[src/rtl/cp_pkg.sv]
// Shared definitions for the CP command FIFO flow controller.
package cp_pkg;

  localparam int unsigned ADDR_W     = 32;
  localparam int unsigned LINE_SHIFT = 5;
  localparam int unsigned DIST_W     = ADDR_W - LINE_SHIFT;
  localparam int unsigned ERR_W      = 16;

  // Bit positions inside FIFOErrors
  localparam int unsigned ERR_DIST_SAT       = 0;
  localparam int unsigned ERR_FETCH_UNDERRUN = 1;

  typedef enum logic [1:0] {
    ST_IDLE  = 2'd0,
    ST_RUN   = 2'd1,
    ST_BREAK = 2'd2
  } cp_state_e;

endpackage

[src/rtl/cp_fifo_irq_latch.sv]
// Sticky interrupt bit: gated set wins over clear, held until cleared or restarted.
module cp_fifo_irq_latch (
  input  logic clk,
  input  logic reset,
  input  logic enable_i,
  input  logic set_i,
  input  logic clear_i,
  output logic irq_o
);

  logic irq_q, irq_d;

  always_comb begin
    irq_d = irq_q;
    if (enable_i && set_i) begin
      irq_d = 1'b1;
    end else if (clear_i) begin
      irq_d = 1'b0;
    end
  end

  always_ff @(posedge clk) begin
    if (reset) begin
      irq_q <= 1'b0;
    end else begin
      irq_q <= irq_d;
    end
  end

  assign irq_o = irq_q;

endmodule

[src/rtl/cp_fifo_flow_ctrl.sv]
// CP command FIFO flow controller: read pointer, line distance, fetch gating,
// watermark and breakpoint interrupts. All accounting is in 32-byte lines.
module cp_fifo_flow_ctrl #(
  parameter int unsigned LINE_SHIFT = cp_pkg::LINE_SHIFT,
  parameter int unsigned DIST_W     = cp_pkg::DIST_W
) (
  input  logic        clk,
  input  logic        reset,
  input  logic [31:0] FIFOBase,
  input  logic [31:0] FIFOEnd,
  input  logic [31:0] FIFOHighWatermark,
  input  logic [31:0] FIFOLowWatermark,
  input  logic [31:0] FIFOBreakpoint,
  input  logic        FIFONewBase,
  input  logic        readEnable,
  input  logic        bpEnable,
  input  logic        hiIntEnable,
  input  logic        loIntEnable,
  input  logic        clearHi,
  input  logic        clearLo,
  input  logic        clearBp,
  input  logic        lineCommit,
  output logic        fetchRequest,
  input  logic        fetchDone,
  output logic [31:0] FIFOReadPointer,
  output logic [31:0] FIFODistance,
  output logic        hiIrq,
  output logic        loIrq,
  output logic        bpIrq,
  output logic [15:0] FIFOErrors
);

  import cp_pkg::*;

  localparam int unsigned LINE_W = 32 - LINE_SHIFT;

  cp_state_e         state_q, state_d;
  logic [LINE_W-1:0] read_line_q, read_line_d;
  logic [DIST_W-1:0] dist_q, dist_d;
  logic              sat_err_q, sat_err_d;
  logic              underrun_err_q, underrun_err_d;

  logic [LINE_W-1:0] base_line, end_line, bp_line;
  logic              restart_c, dist_zero_c, bp_hit_c, fetch_ok_c;
  logic [31:0]       dist_bytes_c;
  logic [ERR_W-1:0]  errors_c;
  logic              unused_lsbs;

  assign base_line   = FIFOBase[31:LINE_SHIFT];
  assign end_line    = FIFOEnd[31:LINE_SHIFT];
  assign bp_line     = FIFOBreakpoint[31:LINE_SHIFT];
  assign unused_lsbs = ^{FIFOBase[LINE_SHIFT-1:0], FIFOEnd[LINE_SHIFT-1:0],
                         FIFOBreakpoint[LINE_SHIFT-1:0]};

  // A rebase restarts accounting exactly like reset
  assign restart_c   = reset | FIFONewBase;
  assign dist_zero_c = (dist_q == '0);
  assign bp_hit_c    = (state_q == ST_RUN) & bpEnable & (read_line_q == bp_line) & ~dist_zero_c;
  assign fetchRequest = (state_q == ST_RUN) & ~dist_zero_c & ~bp_hit_c;
  assign fetch_ok_c  = fetchDone & fetchRequest;

  // Next-state logic
  always_comb begin
    state_d = state_q;
    unique case (state_q)
      ST_IDLE: begin
        if (readEnable) state_d = ST_RUN;
      end
      ST_RUN: begin
        if (!readEnable)   state_d = ST_IDLE;
        else if (bp_hit_c) state_d = ST_BREAK;
      end
      ST_BREAK: begin
        if (clearBp) state_d = readEnable ? ST_RUN : ST_IDLE;
      end
      default: state_d = ST_IDLE;
    endcase
  end

  // Pointer, distance and error accounting
  always_comb begin
    read_line_d    = read_line_q;
    dist_d         = dist_q;
    sat_err_d      = sat_err_q;
    underrun_err_d = underrun_err_q;

    if (fetch_ok_c) begin
      read_line_d = (read_line_q == end_line) ? base_line : read_line_q + LINE_W'(1);
    end

    if (lineCommit && !fetch_ok_c) begin
      if (dist_q == '1) begin
        sat_err_d = 1'b1;
      end else begin
        dist_d = dist_q + DIST_W'(1);
      end
    end else if (fetch_ok_c && !lineCommit) begin
      dist_d = dist_q - DIST_W'(1);
    end

    if (fetchDone && !fetchRequest) begin
      underrun_err_d = 1'b1;
    end
  end

  always_ff @(posedge clk) begin
    if (restart_c) begin
      state_q        <= ST_IDLE;
      read_line_q    <= base_line;
      dist_q         <= '0;
      sat_err_q      <= 1'b0;
      underrun_err_q <= 1'b0;
    end else begin
      state_q        <= state_d;
      read_line_q    <= read_line_d;
      dist_q         <= dist_d;
      sat_err_q      <= sat_err_d;
      underrun_err_q <= underrun_err_d;
    end
  end

  assign dist_bytes_c    = 32'({dist_q, {LINE_SHIFT{1'b0}}});
  assign FIFODistance    = dist_bytes_c;
  assign FIFOReadPointer = {read_line_q, {LINE_SHIFT{1'b0}}};

  always_comb begin
    errors_c                     = '0;
    errors_c[ERR_DIST_SAT]       = sat_err_q;
    errors_c[ERR_FETCH_UNDERRUN] = underrun_err_q;
  end
  assign FIFOErrors = errors_c;

  cp_fifo_irq_latch u_hi_irq (
    .clk      (clk),
    .reset    (restart_c),
    .enable_i (hiIntEnable),
    .set_i    (dist_bytes_c > FIFOHighWatermark),
    .clear_i  (clearHi),
    .irq_o    (hiIrq)
  );

  cp_fifo_irq_latch u_lo_irq (
    .clk      (clk),
    .reset    (restart_c),
    .enable_i (loIntEnable),
    .set_i    (dist_bytes_c < FIFOLowWatermark),
    .clear_i  (clearLo),
    .irq_o    (loIrq)
  );

  // Breakpoint IRQ fires on the RUN -> BREAK transition
  cp_fifo_irq_latch u_bp_irq (
    .clk      (clk),
    .reset    (restart_c),
    .enable_i (1'b1),
    .set_i    ((state_q == ST_RUN) && (state_d == ST_BREAK)),
    .clear_i  (clearBp),
    .irq_o    (bpIrq)
  );

endmodule

[config.mk]
export PLATFORM = sky130hd
export DESIGN_NAME = cp_fifo_flow_ctrl
export DESIGN_NICKNAME = d
export VERILOG_FILES = /design/src/rtl/cp_pkg.sv /design/src/rtl/cp_fifo_irq_latch.sv /design/src/rtl/cp_fifo_flow_ctrl.sv
export SDC_FILE = /design/constraint.sdc
export NUM_CORES = 1
export LEC_CHECK = 0
export ABC_CLOCK_PERIOD_IN_PS = 13500
export BUFFER_PORTS_ARGS = -buffer_cell sky130_fd_sc_hd__buf_2
export CORE_ASPECT_RATIO = 0.75
export CORE_MARGIN = 8
export CORE_UTILIZATION = 54
export CTS_CLUSTER_DIAMETER = 200
export DETAILED_ROUTE_END_ITERATION = 16
export GPL_ROUTABILITY_DRIVEN = 0
export PLACE_DENSITY = 0.95
export SLEW_MARGIN = 25
export SYNTH_ARGS = -nofsm -noshare
export SYNTH_HDL_FRONTEND = slang
export SYNTH_SLANG_ARGS = --single-unit
[constraint.sdc]
create_clock -name clk -period 13.5 [get_ports clk]
set_input_delay 1.35 -clock clk [delete_from_list [all_inputs] [get_ports clk]]
set_output_delay 1.35 -clock clk [all_outputs]
set_load 0.1 [all_outputs]
==> results.md <==
* Critical path class: in2reg
* Max-slew violations at 0
* Hold Path Class: reg2reg
* CTS tree: yes
* Post-DP HPWL at 16600 µm
* CP Capture Type: flip-flop
* Flop pwr share at 0.316
* Post-DR vias/cell at 5.72
* Actual slew at the worst max-slew pin at 0.799 ns
* Max-cap violations at 0
* Initial Util at 0.554
* Post-layout util at 0.671
* CP cell instances: buf_2 > xor2_1 > nor4_1 > and3_1 > o21ai_2 > buf_4 > fa_1 > a211oi_1 > o21ai_1 > o2111ai_1 > a21oi_1 > nor2_1 > nor3b_1 > or4_1 > a21oi_1
* Power per cell area at 98.2 nW/µm²
* Crit path top cell by count: a21oi_1
* Seq/Total Area, Yosys at 0.232
* Critical Path AT at 5.63 ns
* Slowest-stage cell, CP: nor4_1
* Place WS at 7.87 ns
* Clock Latency Late Sink at 0.33 ns
* Maximum number of pins on one net before global-route repair at 52
* Worst-path clk slew at 0.06 ns
* Total track usage at 0.256
* First-pass GRT wire length at 32700 µm
* Pint at 423 µW
* Maximum VDD drop at 0.0000949 V
* Leak pwr at 0.00403 µW
* DR DRC count at 0
* Startpoint types: input port
* Clock Tree Buf Depth at 2
* Post-layout min period at 5.38 ns
* Highest clock rate at 186 MHz
* Post-Synth Adder-Cell Area at 0.165
* Ys async rst share at 0
* Mux cell area share after synthesis at 0.0171
* CTS root buf: clkbuf_16
* I/O Buffers at 216
* Chip width at 142 µm
* Count of final setup violators at 0
* Count of cell types in the netlist at 62
* Ports at 256
* Drt first pass iters at 6
* Status: completed
* Synthesized flop and latch total at 61
* Most common cell after layout, fill and taps aside: buf_2
* Initial antenna violation count at 1
* Total grt overflow at 0
* Routed Antenna Nets at 0
* Iter 0 DRT Violations at 753
* Clock skew at 0.00718 ns
* Row cnt at 34
* Synth Flop Type: dfxtp_1
* Main combinational cell family by area after synthesis: simple AND/OR/NAND/NOR gates
* Wirelength per Cell at 17.8 µm
* Core area at 11600 µm²
* Final Routed Wirelength at 20800 µm
* Compound-Gate Fraction of Synth Area at 0.175
* Antenna Cells at 0
* RSZ-0062 raised after global routing: no
* Synthesized area at 6430 µm²
* Clk sinks at 61
* CP max FO at 30
* Synth Area in XOR/XNOR at 0.130
* Syn Inst Count at 802
* Post-CTS sizing at 0
* Switch share at 0.447
* TNS Setup at 0 ns
* Post-Synth Simple-Gate Area at 0.194
* Total CTS buffers at 9
* Final Cycle Share at 0.398
* Die extent in y at 111 µm
* Comb pwr share at 0.407
* WP data required at 13.75 ns
* Delay-heaviest family, CP: simple AND/OR/NAND/NOR gates
* Post-CTS Hold Fix Bufs at 0
* Worst slew margin at 0.462
* Vias in the first global route at 6406
* Share of cells above drive strength 1 at 0.249
* Synth warn at 0
* Syn_area_per_cell at 8.02 µm²
* Fin Hold WS at 0.476 ns
* Die ar. at 15700 µm²
* Crit-path max cell delay at 0.71 ns
* Commonest cells after routing, fill and taps aside: buf_2 (216), ha_1 (83), nand2_1 (74), inv_1 (64), xor2_1 (55)
* Layout Nets at 1258
* Final worst setup slack at 8.12 ns
* Post-CTS Setup Bufs at 0
* Vias after detailed routing at 6681
* Clock power frac at 0.277
* Switching power at 343 µW
* Number of synthesized flops with an enable pin at 27
* Area Growth Syn to Fin at 21.3%
* Final hold viol count at 0
* CP bufs+invs at 2
* H-tree depth at 3
## final cells by class
class | instances | area (µm²)
fillers | 942 | 3820
clock buffers | 9 | 225
inverters | 64 | 240
well taps | 162 | 203
multi-input cells | 646 | 4480
flip-flops and latches | 61 | 1490
repair buffers | 220 | 1110
clock inverters | 7 | 51.3
## through the flow
step	instances	total power, µW	cell area (µm²)
after floorplan	825	484	6520
after global placement	1153	542	7520
after detailed placement	1153	551	7520
after CTS	1169	764	7800
after global routing	1169	800	7800
final	1169	766	7800
## power by group through the flow
stage               combinational [µW]  sequential [µW]  clock (µW)
global route                       333              244         224
CTS                                309              241         215
floorplan                          164              320           0
global placement                   299              243           0
detailed placement                 306              244           0
finish                             312              242         212
## final timing paths
kind,start,slack [ns],end,depth (start not counted)
setup / recovery,FIFOBreakpoint[23],8.12,dist_q[22]$_SDFFE_PP0P_,15
hold / removal,underrun_err_q$_SDFFE_PP0P_,0.48,underrun_err_q$_SDFFE_PP0P_,2
setup reg to reg,read_line_q[7]$_DFFE_PP_,8.65,dist_q[22]$_SDFFE_PP0P_,14
hold reg to reg,underrun_err_q$_SDFFE_PP0P_,0.48,underrun_err_q$_SDFFE_PP0P_,2
## state kept, by name, indices dropped and copies added (netlist names)
signal          count
u_lo_irq.irq_o      1
underrun_err_q      1
dist_q             27
read_line_q        27
state_q             2
sat_err_q           1
u_bp_irq.irq_o      1
u_hi_irq.irq_o      1
## cells in the mapped netlist (2+ instances only)
library cell | count | share of area
a21o_1 | 27 | 0.032
and2_1 | 5 | 0.0049
o211ai_1 | 5 | 0.0058
mux2i_1 | 5 | 0.0078
xnor2_1 | 37 | 0.050
o21a_1 | 5 | 0.0058
nor2_1 | 54 | 0.032
and4_1 | 3 | 0.0041
clkbuf_1 | 22 | 0.013
a2111oi_0 | 3 | 0.0041
inv_1 | 64 | 0.037
o21bai_1 | 2 | 0.0023
a221oi_1 | 3 | 0.0041
nor4_1 | 17 | 0.017
nor2b_1 | 6 | 0.0058
ha_1 | 83 | 0.16
xor2_1 | 55 | 0.075
dfxtp_1 | 34 | 0.11
or4_1 | 3 | 0.0035
o21ai_0 | 52 | 0.040
a21oi_1 | 53 | 0.041
or3_1 | 5 | 0.0049
o311ai_0 | 2 | 0.0027
mux2_2 | 4 | 0.0070
nor3_1 | 12 | 0.0093
o41ai_1 | 2 | 0.0027
and3_1 | 9 | 0.0088
a211oi_1 | 7 | 0.0082
nand2_1 | 74 | 0.043
buf_2 | 4 | 0.0031
o21ai_1 | 2 | 0.0016
nand3_1 | 22 | 0.017
nand2b_1 | 5 | 0.0049
buf_6 | 2 | 0.0035
a31oi_1 | 3 | 0.0029
xnor2_2 | 2 | 0.0051
buf_4 | 26 | 0.030
o311a_1 | 2 | 0.0031
nand4_1 | 32 | 0.031
edfxtp_1 | 27 | 0.13
## kinds of logic (layout without fill, tap and decap cells)
family	Yosys count	after routing
adder cells (fa/ha/maj)	84	84
AO/OA/AOI/OAI	181	181
flip-flops	61	61
AND/OR/NAND/NOR	253	253
XOR/XNOR	94	94
multiplexers	10	10
other	1	24
buffers and inverters	118	300
## worst min-delay path: stages, from the launching register on
cell     delay, ns
dfxtp_1       0.33
a21oi_1       0.04
nor2_1        0.07
## layer usage
layer  wire, µm  track usage  vias up
met5         10            0        -
met4        414       0.0650        2
met3       2190       0.0701       52
met2       9690        0.422      383
met1       8470        0.321     3020
li1           -            -     3224
No activity file was read; power rests on OpenSTA's default activity.
